**src/rtl/timer_counter.sv**
```systemverilog
// timer_counter
//   Memory-mapped 8-bit (WIDTH) timer/counter. It counts prescaler ticks or
//   raw clocks, compares against two registers (OCRA/OCRB) and supports
//   normal wrap-around and clear-on-compare (CTC) modes. A compare-A match
//   can toggle the oc_a waveform output, and a level interrupt is raised
//   from the enabled flags.
//
// Ports
//   clock, reset          system clock; synchronous active-high reset
//   tick8..tick1024       single-cycle prescaler pulses
//   bus_addr/we/wdata     register write port (one cycle per write)
//   bus_rdata             combinational read data for bus_addr
//   irq                   |(FLAGS & IMSK)
//   oc_a                  compare-A toggle output
//
// Register map
//   0 CTRL  [2:0] CS, [3] CTC, [4] OCA_EN
//   1 CNT   2 OCRA   3 OCRB
//   4 FLAGS [0] TOV, [1] OCFA, [2] OCFB   (write 1 to clear)
//   5 IMSK  [2:0]
//   6-7     read 0, writes ignored
module timer_counter #(
    parameter int WIDTH = 8
) (
    input  logic             clock,
    input  logic             reset,
    input  logic             tick8,
    input  logic             tick64,
    input  logic             tick256,
    input  logic             tick1024,
    input  logic [2:0]       bus_addr,
    input  logic             bus_we,
    input  logic [WIDTH-1:0] bus_wdata,
    output logic [WIDTH-1:0] bus_rdata,
    output logic             irq,
    output logic             oc_a
);

    localparam logic [2:0] A_CTRL  = 3'd0;
    localparam logic [2:0] A_CNT   = 3'd1;
    localparam logic [2:0] A_OCRA  = 3'd2;
    localparam logic [2:0] A_OCRB  = 3'd3;
    localparam logic [2:0] A_FLAGS = 3'd4;
    localparam logic [2:0] A_IMSK  = 3'd5;

    typedef struct packed {
        logic       oca_en;
        logic       ctc;
        logic [2:0] cs;
    } ctrl_t;

    ctrl_t            ctrl;
    logic [WIDTH-1:0] cnt;
    logic [WIDTH-1:0] ocra;
    logic [WIDTH-1:0] ocrb;
    logic [2:0]       flags;
    logic [2:0]       imsk;

    logic             en;
    logic             wr_cnt;
    logic             evt;
    logic             match_a;
    logic             match_b;
    logic             ovf;
    logic [2:0]       flag_set;
    logic [2:0]       flag_clr;

    // Clock-source select; unselected ticks are simply ignored.
    always_comb begin
        en = 1'b0;
        case (ctrl.cs)
            3'd1:    en = 1'b1;
            3'd2:    en = tick8;
            3'd3:    en = tick64;
            3'd4:    en = tick256;
            3'd5:    en = tick1024;
            default: en = 1'b0;
        endcase
    end

    // A CNT write in the same cycle as an enable wins outright: no
    // increment and no compare/overflow events that cycle.
    assign wr_cnt  = bus_we && (bus_addr == A_CNT);
    assign evt     = en && !wr_cnt;
    assign match_a = evt && (cnt == ocra);
    assign match_b = evt && (cnt == ocrb);
    assign ovf     = evt && !ctrl.ctc && (cnt == {WIDTH{1'b1}});

    assign flag_set = {match_b, match_a, ovf};
    assign flag_clr = (bus_we && (bus_addr == A_FLAGS)) ? bus_wdata[2:0] : 3'b000;

    always_ff @(posedge clock) begin
        if (reset) begin
            ctrl  <= '0;
            cnt   <= '0;
            ocra  <= '0;
            ocrb  <= '0;
            flags <= '0;
            imsk  <= '0;
            oc_a  <= 1'b0;
        end else begin
            if (wr_cnt)
                cnt <= bus_wdata;
            else if (en)
                // In CTC a value above OCRA just runs up and wraps silently.
                cnt <= (ctrl.ctc && (cnt == ocra)) ? '0 : cnt + 1'b1;

            if (bus_we) begin
                case (bus_addr)
                    A_CTRL:  ctrl <= bus_wdata[4:0];
                    A_OCRA:  ocra <= bus_wdata;
                    A_OCRB:  ocrb <= bus_wdata;
                    A_IMSK:  imsk <= bus_wdata[2:0];
                    default: ;
                endcase
            end

            // Set beats clear when both hit the same flag in one cycle.
            flags <= (flags & ~flag_clr) | flag_set;

            if (ctrl.oca_en && match_a)
                oc_a <= ~oc_a;
        end
    end

    always_comb begin
        bus_rdata = '0;
        case (bus_addr)
            A_CTRL:  bus_rdata[4:0] = ctrl;
            A_CNT:   bus_rdata      = cnt;
            A_OCRA:  bus_rdata      = ocra;
            A_OCRB:  bus_rdata      = ocrb;
            A_FLAGS: bus_rdata[2:0] = flags;
            A_IMSK:  bus_rdata[2:0] = imsk;
            default: bus_rdata      = '0;
        endcase
    end

    assign irq = |(flags & imsk);

endmodule

```
**config.mk**
```make
export PLATFORM = sky130hd
export DESIGN_NAME = timer_counter
export DESIGN_NICKNAME = d
export VERILOG_FILES = /design/src/rtl/timer_counter.sv
export SDC_FILE = /design/constraint.sdc
export NUM_CORES = 1
export LEC_CHECK = 0
export CAP_MARGIN = 20
export CORE_MARGIN = 10
export CORE_UTILIZATION = 60
export DETAILED_ROUTE_END_ITERATION = 10
export PLACE_DENSITY = 0.95
export SETUP_SLACK_MARGIN = 0.5
export SYNTH_ARGS = -nofsm -noshare
export SYNTH_HDL_FRONTEND = slang
export SYNTH_SLANG_ARGS = --single-unit
```
**constraint.sdc**
```tcl
create_clock -name clock -period 2.9 [get_ports clock]
set_clock_uncertainty 0.2 [all_clocks]
set_input_delay 0.29 -clock clock [delete_from_list [all_inputs] [get_ports clock]]
set_output_delay 0.29 -clock clock [all_outputs]
set_load 0.005 [all_outputs]
```
After elaboration in Yosys (flattened, before gate mapping)

Cells that the tools add are included.

Output and inout bits: 10
Word-level logic and storage cells: 54
Bits of input ports: 18
Flip-flop bits (word level): 36

Add/sub/neg operators: 1
Reduce and logical (&&, ||, !) cells: 18
Bitwise logic cells: 5
Multiplexer cells: 8
Equality and inequality tests: 13

Operators with widths:

| operator            | count |
|---|---|
| $mux 8              | 3 |
| $pmux 3 s6          | 1 |
| $eq 8x8->1          | 2 |
| $eq 3x2->1 const B  | 4 |
| $eq 3x3->1 const B  | 4 |
| $logic_and 1x1->1   | 9 |
| $pmux 3 s3          | 1 |
| $add 8x1->8 const B | 1 |
| $eq 8x8->1 const B  | 1 |
| $pmux 2 s4          | 1 |
| $reduce_and 2->1    | 4 |
| $and 3x3->3         | 2 |
| $eq 3x1->1 const B  | 2 |
| $pmux 1 s5          | 1 |
| $logic_not 3->1     | 1 |
| $mux 3              | 1 |
| $not 3->3           | 1 |
| $or 3x3->3          | 1 |
| $reduce_or 3->1     | 1 |
| $logic_not 1->1     | 2 |
| $reduce_bool 2->1   | 1 |
| $not 1->1           | 1 |

Depth between registers and ports, before layout

Gate-level depths: netlist (run 1).

Depth after elaboration: 7
Depth in mapped cells: 7
Mapped depth without buffers: 5

Worst setup path after synthesis (run 1)

No wires, ideal clock.

Path type: input -> output
From: in bus_addr[0]
To: out bus_rdata[2]
Path slack: 1.008 ns
Buffers on the path: 2
Data required time: 2.410 ns
Data arrival time: 1.402 ns
Cell stages on the path: 4
Cells stage by stage: buf_2 buf_1 mux4_2 mux2_2

Cells in the longest elaborated chain, start to end: 2
Elaborated cells between the ends (all ways): 7
Those cells by class: eq/ne (5); mux (1); reduce/logical (1)

RTL lines:

| what                               | RTL line | source |
|---|---|---|
| start, declared                    | 31       | `input logic [2:0] bus_addr,` |
| $eq 3x3->1 (tied with other cells) | 128      | `case (bus_addr)` |
| $pmux 3 s6 *                       | 128      |  |
| end, declared                      | 34       | `output logic [WIDTH-1:0] bus_rdata,` |

Mark *: on every way between the ends. The rest lies on a longest branch, timed or not.

Final worst setup path (run 1)

From: reg ctrl[2] in the netlist's numbering
To: out bus_rdata[2]

Cells in the longest elaborated chain, start to end: 1

RTL lines:

| what                   | RTL line | source |
|---|---|---|
| start, declared        | 52       | `ctrl_t ctrl;` |
| start signal, assigned | 110      | `A_CTRL: ctrl <= bus_wdata[4:0];` |
| $pmux 3 s6             | 128      |  |

Every way passes these cells.

==> results of run 1 <==
==> critical path: stages, from the launching register on <==
cell,delay (ns)
dfxtp_1,0.36
mux4_2,0.49
mux2_2,0.29
clkdlybuf4s50_1,0.45
==> logic make-up after synthesis <==
logic type	Yosys count
buf+inv	26
fa+ha+maj	1
flops	36
simple gates	106
compound gates	53
mux	18
xor+xnor	22
==> repair_timing <==
item	in CTS	in global routing
hold endpoints to repair	0	0
gates resized for setup	8	2
setup buffers	1	0
setup endpoints to repair	8	3
gates cloned	2	0
==> cell type report <==
type | instances | area [um2]
Inverter | 3 | 11.3
Fill cell | 226 | 968
Timing Repair Buffer | 38 | 407
Multi-Input combinational cell | 200 | 1400
Clock buffer | 8 | 90.1
Sequential cell | 36 | 724
Tap cell | 48 | 60.1
==> layout by cell type, fill, tap and decap left out, types with 2 or more instances in the layout <==
master | netlist | routed
or3_1 | 4 | 4
a22oi_1 | 5 | 5
clkbuf_8 | 0 | 6
inv_1 | 3 | 3
bufbuf_16 | 0 | 2
a21oi_1 | 23 | 23
and2_1 | 5 | 5
dlygate4sd2_1 | 0 | 2
nor2b_1 | 4 | 4
xor2_2 | 8 | 8
a31oi_1 | 6 | 6
nand3_1 | 7 | 7
clkbuf_1 | 10 | 2
nor2_1 | 25 | 25
clkdlybuf4s50_1 | 0 | 24
nand2_1 | 42 | 42
o32ai_1 | 5 | 5
mux2i_1 | 8 | 8
dfxtp_1 | 36 | 35
nor4_4 | 2 | 2
a32oi_1 | 2 | 2
buf_4 | 6 | 7
mux2_2 | 7 | 7
nor4_1 | 2 | 2
xor2_1 | 14 | 14
mux4_2 | 3 | 3
o31ai_1 | 2 | 2
o22ai_1 | 2 | 2
and3_1 | 3 | 3
==> how the worst min path moves through the flow <==
stage / start / end / slack [ns] / cells past startpoint
floorplan: bus_wdata[0] / ocrb[0] / 0.23 / 2
global placement: oc_a / oc_a / 0.26 / 2
detailed placement: ocrb[5] / ocrb[5] / 0.28 / 2
CTS: oc_a / oc_a / 0.29 / 2
global route: ocrb[5] / ocrb[5] / 0.32 / 2
finish: ocrb[5] / ocrb[5] / 0.30 / 2
==> registers in the layout (all words and copies together) (netlist names) <==
name	flops
ocrb	8
ocra	8
oc_a	1
imsk	3
cnt	8
ctrl	5
flags	3
==> routing by layer <==
layer | GRT usage [%] | vias up | part of all wire [%]
met3 | 5.90 | 42 | 10
met5 | 0 | - | 0
met1 | 23.0 | 1002 | 36
met2 | 34.2 | 168 | 49
met4 | 13.1 | 0 | 4.7
li1 | - | 955 | -
==> through the flow <==
step / cell area [um2] / util, % / cells / worst slack (ns) / hold WS (ns)
5_1_grt: 2690 / 73.5 / 333 / 0.504 / 0.325
3_5_place_dp: 2520 / 68.9 / 322 / 0.296 / 0.279
6_report: 2690 / 73.5 / 333 / 0.528 / 0.296
3_3_place_gp: 2520 / 68.9 / 322 / 0.308 / 0.265
4_1_cts: 2700 / 73.7 / 333 / 0.519 / 0.291
2_1_floorplan: 2270 / - / 262 / 1.01 / 0.226
==> power groups by stage <==
stage / logic (uW) / registers, uW / clock network, uW
5_1_grt: 185 / 529 / 397
3_5_place_dp: 153 / 539 / 0
6_report: 174 / 528 / 376
4_1_cts: 168 / 526 / 375
2_1_floorplan: 110 / 526 / 0
3_3_place_gp: 151 / 539 / 0
==> run_results.csv, run 1 <==
group,metric,value,unit
status,status,"completed",
pwr,internal_power,787,uW
detailed_routing,drc_errors,0,
floorplanning,io_pins,28,
setup_path,cp-endpoint,"bus_rdata[2]",
setup_path,crit_fanout,4,
logic_synthesis,seq_area_frac_synth,31.8,%
detailed_routing,detail_route.first_pass.iterations,5,
setup_path,r2r-end,"oc_a",
finish,drive_gt1_share,16.5,%
pwr,p_switching,291,uW
sta,finalSetupViolations,0,
global_route,grt.overflow.total,0,
pwr,leakagePower,0.00106,uW
detailed_routing,via_per_inst,6.51,
sta,grt_setup_unrepaired,"no",
global_route,grt_pass1_wl,10.5,mm
setup_path,cp_data_arrival_time,1.88,ns
global_route,grt_pass1_vias,2193,
floorplanning,core,3660,um2
finish,fin_nets,303,
logic_synthesis,ys_ff_latch,36,
logic_synthesis,synth_top_family_by_area,"simple AND/OR/NAND/NOR gates",
sta,period_share,81.8,%
clock_network,htree_levels,2,
floorplanning,die_y,81.5,um
setup_path,cp-start-kind,"flop",
logic_synthesis,async_flop_share,0,%
logic_synthesis,synth_compound_area_share,16.1,%
logic_synthesis,ys_warn_count,0,
logic_synthesis,synth_edf_count,0,
finish,n_antenna_cell,0,
sta,worst_pin_slew,0.555,ns
setup_path,r2r_setup_slack,0.91,ns
logic_synthesis,synth_top_area_share,31.8,%
logic_synthesis,yosysMostFrequentCell,"nand2_1",
floorplanning,die_w,81.5,um
sta,setup-tns-final,0,ns
detailed_routing,routedWlPerCell,19.5,um
clock_network,clk_root_buffer_cell,"clkbuf_8",
logic_synthesis,synth.area.top_cells,"dfxtp_1, nand2_1, xor2_2",
setup_path,crit_type,"flop to output pin",
clock_network,cts_tree,"built",
logic_synthesis,yosysUniqueCellTypes,49,
sta,fin_crit,2.37,ns
clock_network,holdBufCountCts,0,
logic_synthesis,syn_avg_cell_area,8.65,um2
detailed_routing,drtIter0Drc,326,
logic_synthesis,synthFlopType,"dfxtp_1",
logic_synthesis,syn_inst,262,
setup_path,endpoint_kind,"output pin",
clock_network,cts_buffer_depth,2,
setup_path,r2r_cells,5,
setup_path,r2r_start,"cnt[5]",
setup_path,cp.required,2.41,ns
sta,slew_viol_final,0,
logic_synthesis,synth_adder_area_share,0.552,%
clock_network,clk_latency,0.30,ns
place,hpwl,4.37,mm
run,cap_violations,0,
pwr,switching_share,27.0,%
clock_network,cts_made_buffers,5,
hold_path,holdCritPathClass,"flop to flop",
sta,hold_viol_final,0,
logic_synthesis,yosys.area_share.simple,24.0,%
detailed_routing,vias,2167,
pwr,power_frac_seq,48.9,%
pwr,clock_power_share,34.9,%
global_route,grt_max_degree,21,
detailed_routing,wirelength,6.51,mm
logic_synthesis,synth_commonest_cells,"nand2_1, dfxtp_1, nor2_1, a21oi_1, xor2_1",
sta,fmax,0.422,GHz
logic_synthesis,syn-num-nets,281,
logic_synthesis,netlist_area,2270,um2
logic_synthesis,synth_mux_area_share,9.99,%
pwr,power,1080,uW
logic_synthesis,synth_xor_area_share,11.2,%
global_route,track_usage,20.7,%
pwr,powerDensity,400,nW/um2
clock_network,cts.clk_slew.worst_paths,0.07,ns
global_route,antenna_found_initial,0,
floorplanning,start_util,61.9,%
setup_path,startpoint,"ctrl[2]",
place,place.gp.congestion,0.891,
finish,synthToLayoutAreaGrowth,18.8,%
logic_synthesis,synth_area_leader_cell,"dfxtp_1",
clock_network,clock_sinks,36,
sta,relSlewSlack,62.9,%
floorplanning,die_area,6630,um2
pwr,ir_drop,405,uV
pwr,p_comb_share,16.2,%
place,port_buffers,27,
floorplanning,num_rows,22,
detailed_routing,ant_nets,0,
No activity file was read; power rests on OpenSTA's default activity.
==> run 2, diff against run 1 <==
--- a/config.mk
+++ b/config.mk
@@ -7,9 +7,9 @@
 export LEC_CHECK = 0
 export CAP_MARGIN = 20
 export CORE_MARGIN = 10
-export CORE_UTILIZATION = 60
+export CORE_UTILIZATION = 55
 export DETAILED_ROUTE_END_ITERATION = 10
-export PLACE_DENSITY = 0.95
+export PLACE_DENSITY = 0.9
 export SETUP_SLACK_MARGIN = 0.5
 export SYNTH_ARGS = -nofsm -noshare
 export SYNTH_HDL_FRONTEND = slang
==> constraint.sdc (replaced) <==
create_clock -name clock -period 2.34 [get_ports clock]
set_clock_uncertainty 0.2 [all_clocks]
set_input_delay 0.234 -clock clock [delete_from_list [all_inputs] [get_ports clock]]
set_output_delay 0.234 -clock clock [all_outputs]
set_load 0.005 [all_outputs]
==> run_results.csv, run 2 (synthesis results as in run 1) <==
group,metric,value,unit
global_route,grt_max_degree,29,
detailed_routing,drc_errors,0,
sta,slew_viol_final,0,
sta,worst_pin_slew,0.359,ns
setup_path,cp.required,1.91,ns
finish,drive_gt1_share,38.3,%
finish,final_util,74.9,%
place,hpwl,4.72,mm
detailed_routing,wirelength,7.40,mm
finish,layout_commonest_cell,"nand2_1",
global_route,grt_pass1_wl,11.3,mm
sta,hold_viol_final,0,
setup_path,crit_type,"flop to output pin",
floorplanning,die_w,84.2,um
pwr,leakagePower,0.00122,uW
sta,fin_crit,1.94,ns
clock_network,cts.clk_slew.worst_paths,0.07,ns
finish,top_regs,"cnt x8, ocra x8, ocrb x8",
setup_path,cp_cell_sequence,"mux4_2, mux2_2, buf_2",
setup_path,crit_fanout,3,
setup_path,cpMaxStageDelayCell,"mux4_2",
status,status,"completed",
clock_network,clock_sinks,36,
detailed_routing,ant_nets,0,
global_route,grt_pass1_vias,2285,
detailed_routing,detail_route.first_pass.iterations,4,
clock_network,cts_buffer_depth,2,
detailed_routing,vias,2224,
floorplanning,start_util,56.6,%
setup_path,endpoint_kind,"output pin",
sta,fmax,0.515,GHz
floorplanning,core,4000,um2
clock_network,cts_tree,"built",
floorplanning,num_rows,23,
pwr,ir_drop,326,uV
detailed_routing,drtIter0Drc,218,
detailed_routing,via_per_inst,6.30,
floorplanning,die_y,84.2,um
run,cap_violations,0,
setup_path,cp-start-kind,"flop",
finish,fin_nets,322,
setup_path,cp_data_arrival_time,1.51,ns
sta,finalSetupViolations,0,
hold_path,holdCritPathClass,"flop to flop",
sta,grt_setup_unrepaired,"yes",
global_route,grt.overflow.total,0,
global_route,antenna_found_initial,0,
sta,setup-tns-final,0,ns
finish,finalInstanceArea,3000,um2
place,place.gp.congestion,0.862,
floorplanning,die_area,7090,um2
clock_network,clk_root_buffer_cell,"clkbuf_8",
global_route,track_usage,19.4,%
finish,synthToLayoutAreaGrowth,32.2,%
sta,period_share,82.9,%
place,place_area,2630,um2
clock_network,cts_made_buffers,5,
finish,final_cell_mix,"nand2_1, nor2_1, buf_4",
clock_network,htree_levels,2,
finish,n_fill_cell,267,
pwr,power,1400,uW
detailed_routing,routedWlPerCell,21.0,um
clock_network,clk_latency,0.29,ns
floorplanning,io_pins,28,
sta,relSlewSlack,75.8,%
setup_path,crit_path_max_incr_delay,0.47,ns
finish,n_antenna_cell,0,
place,port_buffers,27,
pwr,powerDensity,466,nW/um2
run 2: cell count changes in the layout (fill, tap and decap cells not counted), sizes merged:
| cell | before | now |
|---|---|---|
| clkbuf | 9 | 10 |
| dlygate4sd2 | 2 | 3 |
| bufbuf | 2 | 0 |
| clkdlybuf4s50 | 24 | 15 |
| buf | 9 | 34 |
| clkdlybuf4s15 | 0 | 2 |
run 2: path summary, 6_finish.rpt:
kind | startpoint | to | slack (ns) | depth (start not counted)
hold / removal | ocra[5] | ocra[5] | 0.29 | 2
hold reg to reg | ocra[5] | ocra[5] | 0.29 | 2
setup reg to reg | ctrl[2] | oc_a | 0.41 | 6
setup / recovery | flags[2] | bus_rdata[2] | 0.40 | 3
run 2: worst max-delay path, delay by kind of cell, from the launching register on:
kind | cells | cell delay (ns)
buffers and inverters | 1 | 0.13
multiplexers | 2 | 0.74
flip-flops | 1 | 0.34
run 2: stage by stage:
| step | instances | hold WS [ns] | setup WS [ns] |
|---|---|---|---|
| after floorplan | 262 | 0.170 | 0.544 |
| after global placement | 336 | 0.265 | -0.118 |
| after detailed placement | 336 | 0.279 | -0.156 |
| after CTS | 351 | 0.289 | 0.401 |
| after global routing | 353 | 0.301 | 0.307 |
| final | 353 | 0.286 | 0.399 |
run 2: area by class of cell:
cell class	count	area [um2]	area share, %
multi-input combinational	200	1550	51.9
sequential	36	762	25.4
timing repair buffer	57	510	17.0
clock buffer	7	96.3	3.22
tap	50	62.6	2.09
inverter	3	11.3	0.376
run 2: routing by layer:
layer  global-route usage [%]  routed length, um  vias to the layer above
met3                     6.47                633                       29
met5                        0                  0                        -
met4                     9.89                269                        0
met1                     21.3               2730                     1079
li1                         -                  -                      993
met2                     32.4               3770                      123
run 2: repair_timing:
action,4_1_cts,5_1_grt
setup endpoints to repair,42,21
buffers inserted,7,2
hold buffers,0,0
gates cloned,1,0
pin swaps,5,10
resized for setup,65,29
run 2: report_power, final:
part           switching (uW)  internal, uW
Clock                     221           262
Sequential               24.2           625
Combinational             133           131
==> run 3, diff against run 2 <==
--- a/config.mk
+++ b/config.mk
@@ -7,9 +7,9 @@
 export LEC_CHECK = 0
 export CAP_MARGIN = 20
 export CORE_MARGIN = 10
-export CORE_UTILIZATION = 55
+export CORE_UTILIZATION = 50
 export DETAILED_ROUTE_END_ITERATION = 10
-export PLACE_DENSITY = 0.9
+export PLACE_DENSITY = 0.87
 export SETUP_SLACK_MARGIN = 0.5
 export SYNTH_ARGS = -nofsm -noshare
 export SYNTH_HDL_FRONTEND = slang
==> constraint.sdc (replaced) <==
create_clock -name clock -period 1.69 [get_ports clock]
set_clock_uncertainty 0.2 [all_clocks]
set_input_delay 0.169 -clock clock [delete_from_list [all_inputs] [get_ports clock]]
set_output_delay 0.169 -clock clock [all_outputs]
set_load 0.005 [all_outputs]
==> run_results.csv, run 3 (synthesis results as in run 1) <==
group,metric,value,unit
finish,fin_nets,369,
sta,hold_slack,0.242,ns
finish,final_cell_mix,"buf_4, buf_6, nor2_1, a21oi_2, nand2_2",
sta,grt_setup_unrepaired,"yes",
clock_network,holdBufCountCts,0,
sta,slew_viol_final,0,
detailed_routing,ant_nets,0,
clock_network,clk_latency,0.31,ns
global_route,grt.overflow.total,0,
finish,top_regs,"cnt x8, ocra x8, ocrb x8",
place,hpwl,5.54,mm
detailed_routing,via_per_inst,6.67,
hold_path,worstHoldPathCells,5,
setup_path,cp-start-kind,"flop",
clock_network,clk_root_buffer_cell,"clkbuf_8",
setup_path,cp_top_family,"simple AND/OR/NAND/NOR gates",
pwr,powerDensity,575,nW/um2
pwr,ir_drop,831,uV
pwr,leakagePower,0.00155,uW
sta,fin_ws,-0.220,ns
detailed_routing,wirelength,10.6,mm
global_route,grt_max_degree,24,
finish,layout_commonest_cell,"buf_4",
setup_path,critPathBufInv,0,
global_route,track_usage,23.2,%
setup_path,r2r-end,"oc_a",
status,violations,"negative setup slack",
clock_network,cts_buffer_depth,2,
clock_network,clock_sinks,36,
finish,n_antenna_cell,0,
detailed_routing,detail_route.first_pass.iterations,6,
floorplanning,io_pins,28,
setup_path,r2r_setup_slack,-0.22,ns
setup_path,endpoint_kind,"flop",
place,dp_cells,376,
setup_path,cp_data_arrival_time,1.95,ns
setup_path,cp.required,1.73,ns
setup_path,startpoint,"ocra[3]",
floorplanning,core,4380,um2
finish,stdcell_count,403,
global_route,grt_pass1_vias,2576,
run,cap_violations,0,
detailed_routing,vias,2690,
finish,synthToLayoutAreaGrowth,64.6,%
setup_path,crit_type,"flop to flop",
detailed_routing,drtIter0Drc,389,
floorplanning,die_area,7620,um2
finish,drive_gt1_share,64.4,%
clock_network,cts_made_buffers,5,
pwr,power,2140,uW
floorplanning,start_util,51.7,%
floorplanning,die_y,87.3,um
hold_path,holdCritPathClass,"input pin to flop",
sta,relSlewSlack,69.3,%
sta,fmax,0.523,GHz
detailed_routing,drc_errors,0,
global_route,antenna_found_initial,0,
sta,worst_pin_slew,0.457,ns
status,status,"finished, violations left",
place,port_buffers,27,
floorplanning,die_w,87.3,um
sta,finalSetupViolations,18,
hold_path,worstHoldEndpoint,"imsk[2]",
sta,period_share,113,%
clock_network,cts_tree,"built",
clock_network,cts.clk_slew.worst_paths,0.08,ns
place,place.gp.congestion,0.953,
setup_path,cpMaxStageDelayCell,"or4_1",
sta,hold_viol_final,0,
setup_path,cp_cell_sequence,"xor2_2, nor4_4, nand2_1, or4_1, a21oi_1",
global_route,grt_pass1_wl,13.6,mm
setup_path,r2r_cells,5,
setup_path,crit_path_max_incr_delay,0.41,ns
setup_path,crit_fanout,3,
clock_network,htree_levels,2,
detailed_routing,routedWlPerCell,26.2,um
hold_path,hp-start,"bus_we",
floorplanning,num_rows,24,
sta,fin_crit,1.91,ns
setup_path,r2r_start,"ocra[3]",
sta,setup-tns-final,-2.36,ns
==> run 3: cell types whose count changed in the layout (fill, tap and decap cells not counted), moves of 4 or more <==
cell / delta
nor2_1: -5
a21oi_1: -15
buf_2: +7
nand2_1: -23
a21oi_2: +15
buf_6: +19
mux2_2: -4
mux2_4: +4
nand2_2: +20
buf_4: +27
==> run 3: repair_timing <==
action                     in CTS  in global routing
cloned                          1                  0
pin swaps                      17                 43
setup endpoints to repair      46                 44
gates resized for setup       109                 77
buffers inserted               15                  3
==> run 3: metal layers <==
layer	part of all wire, %	vias to the layer above	GRT usage [%]
met2	47	231	37.6
met3	9.7	76	5.62
met4	6.8	0	12.8
met5	0	-	0
li1	-	1087	-
met1	36	1296	27.4
==> run 3: worst max path at each step <==
stage,slack [ns],endpoint,depth (start not counted)
after global routing,-0.27,oc_a,6
after CTS,-0.18,bus_rdata[2],3
final,-0.22,oc_a,5
after detailed placement,-0.70,bus_rdata[1],6
after global placement,-0.59,bus_rdata[3],5
after floorplan,-0.08,cnt[0],7
==> run 3: report_power, final <==
group          internal (uW)  switching [uW]
clock                    330             367
combinational            273             277
sequential               864            32.0
==> run 3: layout make-up <==
cell class / instances / area (um2)
clock buffer: 6 / 82.6
clock inverter: 2 / 15.0
fill: 187 / 654
inverter: 3 / 11.3
multi-input combinational: 200 / 1850
sequential: 36 / 758
tap: 52 / 65.1
timing repair buffer: 104 / 951
==> run 3: tightest hold or removal path: stages <==
cell and delay, ns:
buf_2 0.14, buf_6 0.13, nand3_4 0.10, mux2i_1 0.09, nor2_1 0.08
==> run 3: stage by stage <==
| step | setup slack (ns) | cell area, um2 | util, % |
|---|---|---|---|
| finish | -0.220 | 3730 | 85.1 |
| global route | -0.274 | 3730 | 85.1 |
| CTS | -0.176 | 3410 | 77.7 |
| detailed placement | -0.702 | 3020 | 68.9 |
| global placement | -0.594 | 3020 | 68.9 |
| floorplan | -0.0782 | 2460 | - |
